<file path="src/rtl/solver_control_mc.sv">
// Sequencer for the multi-limb fixed-point Mandelbrot datapath: walks limb-pair partial
// products column by column, drains the pipeline, checks divergence, hands off the result.
module solver_control_mc #(
  parameter int unsigned LIMB_INDEX_BITS = 6,
  parameter int unsigned ITER_BITS       = 16,
  parameter int unsigned FLUSH_WAIT      = 3
) (
  input  logic                       clock,
  input  logic                       reset_n,
  input  logic                       wr_real_en,
  input  logic                       wr_imag_en,
  input  logic [LIMB_INDEX_BITS-1:0] wr_ind,
  input  logic                       wr_num_limbs_en,
  input  logic [LIMB_INDEX_BITS-1:0] num_limbs_data,
  input  logic                       wr_iter_lim_en,
  input  logic [ITER_BITS-1:0]       iter_lim_data,
  input  logic                       start,
  input  logic                       abort,
  output logic                       cre_wr_en,
  output logic                       cim_wr_en,
  output logic [LIMB_INDEX_BITS-1:0] c_limb_ind,
  output logic [LIMB_INDEX_BITS-1:0] zre_rd_ind,
  output logic [LIMB_INDEX_BITS-1:0] zim_rd_ind,
  output logic                       phase,
  output logic                       square_term,
  output logic                       col_first,
  output logic                       col_last,
  output logic                       z_wr_en,
  output logic [LIMB_INDEX_BITS-1:0] z_wr_ind,
  output logic                       clear_lsd,
  output logic                       first_iter,
  input  logic                       diverged,
  output logic                       busy,
  output logic                       out_valid,
  input  logic                       out_ready,
  output logic [ITER_BITS-1:0]       result_count,
  output logic                       result_escaped
);

  localparam int unsigned FlushBits = (FLUSH_WAIT > 0) ? $clog2(FLUSH_WAIT + 1) : 1;

  typedef enum logic [2:0] {StIdle, StIter, StFlush, StCheck, StDone} state_e;

  state_e                     state_q, state_d;
  logic [LIMB_INDEX_BITS-1:0] num_limbs_q, num_limbs_d;
  logic [ITER_BITS-1:0]       iter_limit_q, iter_limit_d;
  logic [ITER_BITS-1:0]       iter_count_q, iter_count_d;
  logic [LIMB_INDEX_BITS-1:0] k_q, k_d;
  logic [LIMB_INDEX_BITS-1:0] i_q, i_d;
  logic                       phase_q, phase_d;
  logic [FlushBits-1:0]       flush_q, flush_d;
  logic                       out_valid_q, out_valid_d;
  logic [ITER_BITS-1:0]       result_count_q, result_count_d;
  logic                       result_escaped_q, result_escaped_d;

  logic [LIMB_INDEX_BITS-1:0] k_minus_i;
  logic                       col_end;
  logic [ITER_BITS-1:0]       limit_m1;

  assign k_minus_i = k_q - i_q;
  assign col_end   = phase_q && (i_q == (k_q >> 1));
  // Modular: a limit of 0 runs 2^ITER_BITS iterations.
  assign limit_m1  = iter_limit_q - ITER_BITS'(1);

  always_ff @(posedge clock or negedge reset_n) begin
    if (!reset_n) begin
      state_q          <= StIdle;
      num_limbs_q      <= '0;
      iter_limit_q     <= '1;
      iter_count_q     <= '0;
      k_q              <= '0;
      i_q              <= '0;
      phase_q          <= 1'b0;
      flush_q          <= '0;
      out_valid_q      <= 1'b0;
      result_count_q   <= '0;
      result_escaped_q <= 1'b0;
    end else begin
      state_q          <= state_d;
      num_limbs_q      <= num_limbs_d;
      iter_limit_q     <= iter_limit_d;
      iter_count_q     <= iter_count_d;
      k_q              <= k_d;
      i_q              <= i_d;
      phase_q          <= phase_d;
      flush_q          <= flush_d;
      out_valid_q      <= out_valid_d;
      result_count_q   <= result_count_d;
      result_escaped_q <= result_escaped_d;
    end
  end

  always_comb begin
    state_d          = state_q;
    num_limbs_d      = num_limbs_q;
    iter_limit_d     = iter_limit_q;
    iter_count_d     = iter_count_q;
    k_d              = k_q;
    i_d              = i_q;
    phase_d          = phase_q;
    flush_d          = flush_q;
    out_valid_d      = out_valid_q;
    result_count_d   = result_count_q;
    result_escaped_d = result_escaped_q;

    case (state_q)
      StIdle: begin
        if (wr_num_limbs_en) num_limbs_d = num_limbs_data;
        if (wr_iter_lim_en)  iter_limit_d = iter_lim_data;
        if (start && (num_limbs_q != '0)) begin
          state_d      = StIter;
          iter_count_d = '0;
          k_d          = num_limbs_q - LIMB_INDEX_BITS'(1);
          i_d          = '0;
          phase_d      = 1'b0;
        end
      end
      StIter: begin
        if (abort) begin
          state_d = StIdle;
        end else begin
          phase_d = ~phase_q;
          if (col_end) begin
            i_d = '0;
            k_d = k_q - LIMB_INDEX_BITS'(1);
            if (k_q == '0) begin
              state_d = StFlush;
              flush_d = FlushBits'(FLUSH_WAIT);
            end
          end else if (phase_q) begin
            i_d = i_q + LIMB_INDEX_BITS'(1);
          end
        end
      end
      StFlush: begin
        if (abort) begin
          state_d = StIdle;
        end else if (flush_q == '0) begin
          state_d = StCheck;
        end else begin
          flush_d = flush_q - FlushBits'(1);
        end
      end
      StCheck: begin
        if (abort) begin
          state_d = StIdle;
        end else if (diverged && (iter_count_q != '0)) begin
          state_d          = StDone;
          out_valid_d      = 1'b1;
          result_count_d   = iter_count_q;
          result_escaped_d = 1'b1;
        end else if (iter_count_q == limit_m1) begin
          state_d          = StDone;
          out_valid_d      = 1'b1;
          result_count_d   = iter_count_q;
          result_escaped_d = 1'b0;
        end else begin
          state_d      = StIter;
          iter_count_d = iter_count_q + ITER_BITS'(1);
          k_d          = num_limbs_q - LIMB_INDEX_BITS'(1);
          i_d          = '0;
          phase_d      = 1'b0;
        end
      end
      StDone: begin
        if (abort || out_ready) begin
          state_d     = StIdle;
          out_valid_d = 1'b0;
        end
      end
      default: begin
        state_d     = StIdle;
        out_valid_d = 1'b0;
      end
    endcase
  end

  always_comb begin
    cre_wr_en   = 1'b0;
    cim_wr_en   = 1'b0;
    c_limb_ind  = '0;
    zre_rd_ind  = '0;
    zim_rd_ind  = '0;
    phase       = 1'b0;
    square_term = 1'b0;
    col_first   = 1'b0;
    col_last    = 1'b0;
    z_wr_en     = 1'b0;
    z_wr_ind    = '0;
    clear_lsd   = 1'b0;
    first_iter  = 1'b0;

    case (state_q)
      StIdle: begin
        c_limb_ind = wr_ind;
        cre_wr_en  = wr_real_en;
        cim_wr_en  = wr_imag_en;
      end
      StIter: begin
        zre_rd_ind  = phase_q ? k_minus_i : i_q;
        zim_rd_ind  = phase_q ? i_q : k_minus_i;
        phase       = phase_q;
        square_term = (i_q == k_minus_i);
        col_first   = (i_q == '0) && !phase_q;
        col_last    = col_end;
        // An aborted column must not commit a partial result.
        z_wr_en     = col_end && !abort;
        z_wr_ind    = k_q;
        first_iter  = (iter_count_q == '0);
      end
      StCheck: clear_lsd = 1'b1;
      default: ;
    endcase
  end

  assign busy           = (state_q != StIdle);
  assign out_valid      = out_valid_q;
  assign result_count   = result_count_q;
  assign result_escaped = result_escaped_q;

endmodule
</file>
<file path="config.mk">
export PLATFORM = sky130hd
export DESIGN_NAME = solver_control_mc
export DESIGN_NICKNAME = d
export VERILOG_FILES = /design/src/rtl/solver_control_mc.sv
export SDC_FILE = /design/constraint.sdc
export NUM_CORES = 1
export LEC_CHECK = 0
export CORE_MARGIN = 2
export CORE_UTILIZATION = 35
export CTS_CLUSTER_DIAMETER = 80
export DETAILED_ROUTE_END_ITERATION = 8
export PLACE_DENSITY = 0.64
export SLEW_MARGIN = 5
export SYNTH_ARGS = -nofsm -noshare
export SYNTH_HDL_FRONTEND = slang
export SYNTH_SLANG_ARGS = --single-unit
</file>
<file path="constraint.sdc">
create_clock -name clock -period 3.25 [get_ports clock]
set_input_delay 0.325 -clock clock [delete_from_list [all_inputs] [get_ports clock]]
set_output_delay 0.325 -clock clock [all_outputs]
set_load 0.1 [all_outputs]
</file>
# Yosys cells after proc, flatten, opt, wreduce, memory -nomap -nowiden
# Cells that the tools add are included.
[classes]
eq_ne = 22
bitwise_logic = 3
reduce_logical = 31
n_addsub = 7
mux = 67
[op_table]
columns = ["cell", "count"]
rows = [
  ["6-bit two-way mux", 19],
  ["16-bit two-way mux", 6],
  ["6-bit case mux with 3 select lines", 2],
  ["16-bit case mux with 2 select lines", 1],
  ["3-bit two-way mux", 10],
  ["1-bit two-way mux", 20],
  ["2-bit != test (second input constant)", 10],
  ["16-bit by 1-bit adder with 16-bit output (second input constant)", 1],
  ["16-bit equality test", 1],
  ["16-bit zero test", 1],
  ["16-bit nonzero test", 1],
  ["16-bit by 1-bit subtractor with 16-bit output (second input constant)", 1],
  ["3-bit != test (second input constant)", 5],
  ["3-bit case mux with 5 select lines", 1],
  ["7-bit AND reduction", 2],
  ["6-bit zero test", 2],
  ["6-bit AND reduction", 2],
  ["6-bit by 1-bit subtractor with 6-bit output (second input constant)", 2],
  ["2-bit two-way mux", 5],
  ["5-bit AND reduction", 2],
  ["6-bit by 1-bit adder with 6-bit output (second input constant)", 1],
  ["3-bit by 2-bit equality test with 1-bit output (second input constant)", 2],
  ["6-bit by 5-bit equality test with 1-bit output", 1],
  ["6-bit equality test", 1],
  ["19 further kinds", 31],
]
[totals]
output_inout_bits = 52
regBits = 74

# Longest topological paths before layout
[logic_depth]
ltp_word = 6
ltp_mapped = 11
depth_no_buf = 11

# Least setup slack after synthesis
# OpenSTA, ideal clock, no wires.
[synth_path]
kind = "reg-to-output"
from = "register i_q[1]"
to = "output col_first"
required_ps = 2925
path_stages_with_launch = 6
n_path_buf = 1
slack_ps = -1272
arrival_time_ps = 4197
path_cell_list = "dfrtp_1 clkbuf_1 inv_1 ha_1 or4b_2 nor4_1"
[synth_between]
elab_chain_cells = 3
[synth_lines]
columns = ["item", "line", "source"]
rows = [
  ["start: declaration", "49", "logic [LIMB_INDEX_BITS-1:0] i_q, i_d;"],
  ["start signal: assignment", "84", "i_q <= i_d;"],
  ["6-bit zero test", "204", "col_first = (i_q == '0) && !phase_q;"],
  ["1-bit logical AND", "204", ""],
  ["1-bit two-way mux", "193", "case (state_q)"],
  ["end: declaration", "26", "output logic col_first,"],
]
# No other way between the ends.

# Worst setup path in the final report
[layout_path]
from = "register k_q[0]"
to = "output square_term"
[layout_between]
elab_chain_cells = 3
[layout_lines]
columns = ["item", "line", "source"]
rows = [
  ["start: declaration", "48", "logic [LIMB_INDEX_BITS-1:0] k_q, k_d;"],
  ["start signal: assignment", "83", "k_q <= k_d;"],
  ["6-bit subtractor", "60", "assign k_minus_i = k_q - i_q;"],
  ["6-bit equality test", "203", "square_term = (i_q == k_minus_i);"],
  ["1-bit two-way mux", "193", ""],
  ["end: declaration", "25", "output logic square_term,"],
]
# No other way between the ends.

==> results.toml <==
[hold_path]
hp-class = "in -> async"

[pwr]
worst_ir_drop_vdd_mv = 1.14
leakage_nw = 2.76
finalPower_mw = 7.26
powerDensity_nw_per_um2 = 1100

[setup_path]
crit_type = "reg -> out"
crit_arrival_ns = 2.71
required_ns = 2.92
worst_setup_path_start_kind = "flop"
end_kind = "output port"
path_max_fanout = 3
timing.rr.start = "iter_count_q[1]"
crit_path_start = "k_q[0]"

[logic_synthesis]
synthSimpleGateAreaFrac_pct = 21.0
synth_edf_count = 0
synth_compound_area_share_pct = 15.0
synth_flop_cell = "dfrtp_1"
synth_mux_area_share_pct = 11.5
syn_nets = 595
postSynthAreaPerCell_um2 = 9.29
synth-async-reset-ratio_pct = 100
synth_top_family_by_area = "simple AND/OR/NAND/NOR gates"
synth_area_um2 = 5050
synth_xor_xnor_area_share_pct = 6.76
synthAdderAreaFrac_pct = 3.37
syn_inst = 544
ys_types = 74
ys_seq_area_share_pct = 37.0
synth-seq-cells = 74
ys_warn_count = 0

[routing]
viasPerCell = 5.34
vias = 4365
route.detailed.drc = 0
wl_per_cell_um = 16.6
firstDrtPassIters = 4
drt-initial-drc-count = 261
final_antenna_net_count = 0
postRouteWirelength_um = 13600

[clocking]
cts_setup_buffers = 0
ctsResizeCount = 0
hold_buffers = 0
clkSinkCount = 74
htreeDepth = 3
worst_skew_pair.late_latency_ns = 0.35
cts_made_buffers = 9
cts_tree = "yes"
cts.clk_slew.worst_paths_ns = 0.06
ctsRootBufferMaster = "clkbuf_16"
clockBufferDepth = 2

[sta]
relSlewSlack_pct = 34.5
rsz0062_at_grt = "no"
finalSetupViolCount = 0
fmax_mhz = 329
drv_slew = 0
max_slew.worst_pin.slew_ns = 0.979
setup_ws_ns = 0.212
fin_worst_skew_ns = 0.00815
min_period_ns = 3.04
finalHoldViolations = 0
fin_crit_sh_pct = 93.5

[floorplan]
ios = 90
die_y_um = 124
start_util_pct = 36.1
die_area_um2 = 15400
dieWidth_um = 124
core.rowCount = 43
placeableCoreArea_um2 = 14000

[grt]
grt_pass1_vias = 4422
gr-total-overflow = 0
grt_pass1_wl_um = 22300
gr-usage-all-layers_pct = 18.7
grt_max_degree = 41
antenna_found_initial = 0

[final_layout]
final_layout_size_suffix_gt1_share_pct = 25.1
utilization_pct = 47.3
layout_commonest_cell = "dfrtp_1"
area_growth_pct = 31.0
num_antenna_cells = 0
nets = 683
layout_common_cells = "dfrtp_1 (57), clkdlybuf4s50_1 (54), buf_4 (48)"

[placement]
dp_hpwl_um = 10200
pre_cts_slack_ns = 0.192
finalWeightedCongestion = 0.897
io_buffers = 89

[outcome]
status = "complete, no violations"

[run]
cap_violations = 0
## cell usage after synthesis, types with 6 or more instances
library cell  instances  area, um2
dfrtp_1              58       1450
nor2_1               43        161
nand2_1              32        120
a21oi_1              30        150
clkbuf_1             29        109
mux2_2               29        327
inv_1                28        105
o21ai_0              24        120
nor3_1               21        105
xnor2_1              21        184
xor2_1               18        158
nand3_1              17       85.1
dfstp_2              16        420
and2_1               15       93.8
ha_1                 12        150
mux2i_1              11        110
nor4_1               11       68.8
mux2_4                9        135
nand2b_1              8       50.1
o31ai_1               6       45.0
## flip-flops by register name (all words and copies together), names as in the netlist, 2 cells and up
signal	count
num_limbs_q	6
state_q	3
flush_q	2
i_q	6
k_q	6
iter_limit_q	16
result_count	16
iter_count_q	16
## path summary, 6_finish.rpt
path                       slack [ns]  cells past startpoint         endpoint
min reg2reg                      0.48                      1       flush_q[1]
max in group asynchronous        2.15                      2  iter_limit_q[7]
max                              0.21                     10      square_term
min                              0.13                      1  iter_count_q[6]
min in group clock               0.48                      1       flush_q[1]
max reg2reg                      0.27                     11           i_q[5]
## final cells by class
cell class / count / area, um2
clock buffers: 11 / 233
clock inverters: 5 / 80.1
fillers: 1355 / 7370
inverters: 28 / 105
multi-input cells: 404 / 2960
flip-flops and latches: 74 / 1870
well taps: 180 / 225
repair buffers: 115 / 1150
## metrics by stage
stage                     area [um2]  cells  setup TNS [ns]  hold slack, ns
after detailed placement        6300    801               0           0.470
after global routing            6620    817               0           0.202
after CTS                       6610    817               0           0.151
after global placement          6300    801               0           0.461
final                           6620    817               0           0.126
after floorplan                 5080    544          -0.153          0.0294
## critical path, cell delays in order, from the launching register on
cell and delay [ns]:
dfrtp_1 0.38, inv_1 0.13, ha_1 0.18, inv_1 0.05, fa_1 0.40, xnor2_1 0.34, xnor2_1 0.11, nor4_1 0.22
nand3_1 0.14, nor3_2 0.21, buf_12 0.21
## report_power, final
part | internal [mW] | leakage (nW) | switching [mW]
Sequential | 1.25 | 0.933 | 0.442
Clock | 0.671 | 0.146 | 0.402
Combinational | 1.52 | 1.68 | 2.98
## logic make-up after synthesis
kind of cell / Yosys count
simple gates: 191
mux: 50
compound gates: 111
fa+ha+maj: 13
buf+inv: 66
xor+xnor: 39
flops: 74
## metal layers
metal	routed length [um]	vias to the layer above	share of wire, %	global-route usage [%]
met3	573	13	4.2	4.62
met5	0	-	0	0
met4	174	0	1.3	4.42
li1	-	2124	-	-
met1	5990	2122	44	23.7
met2	6850	106	50	31.9
Note: power is estimated with default switching activity, not from simulation.
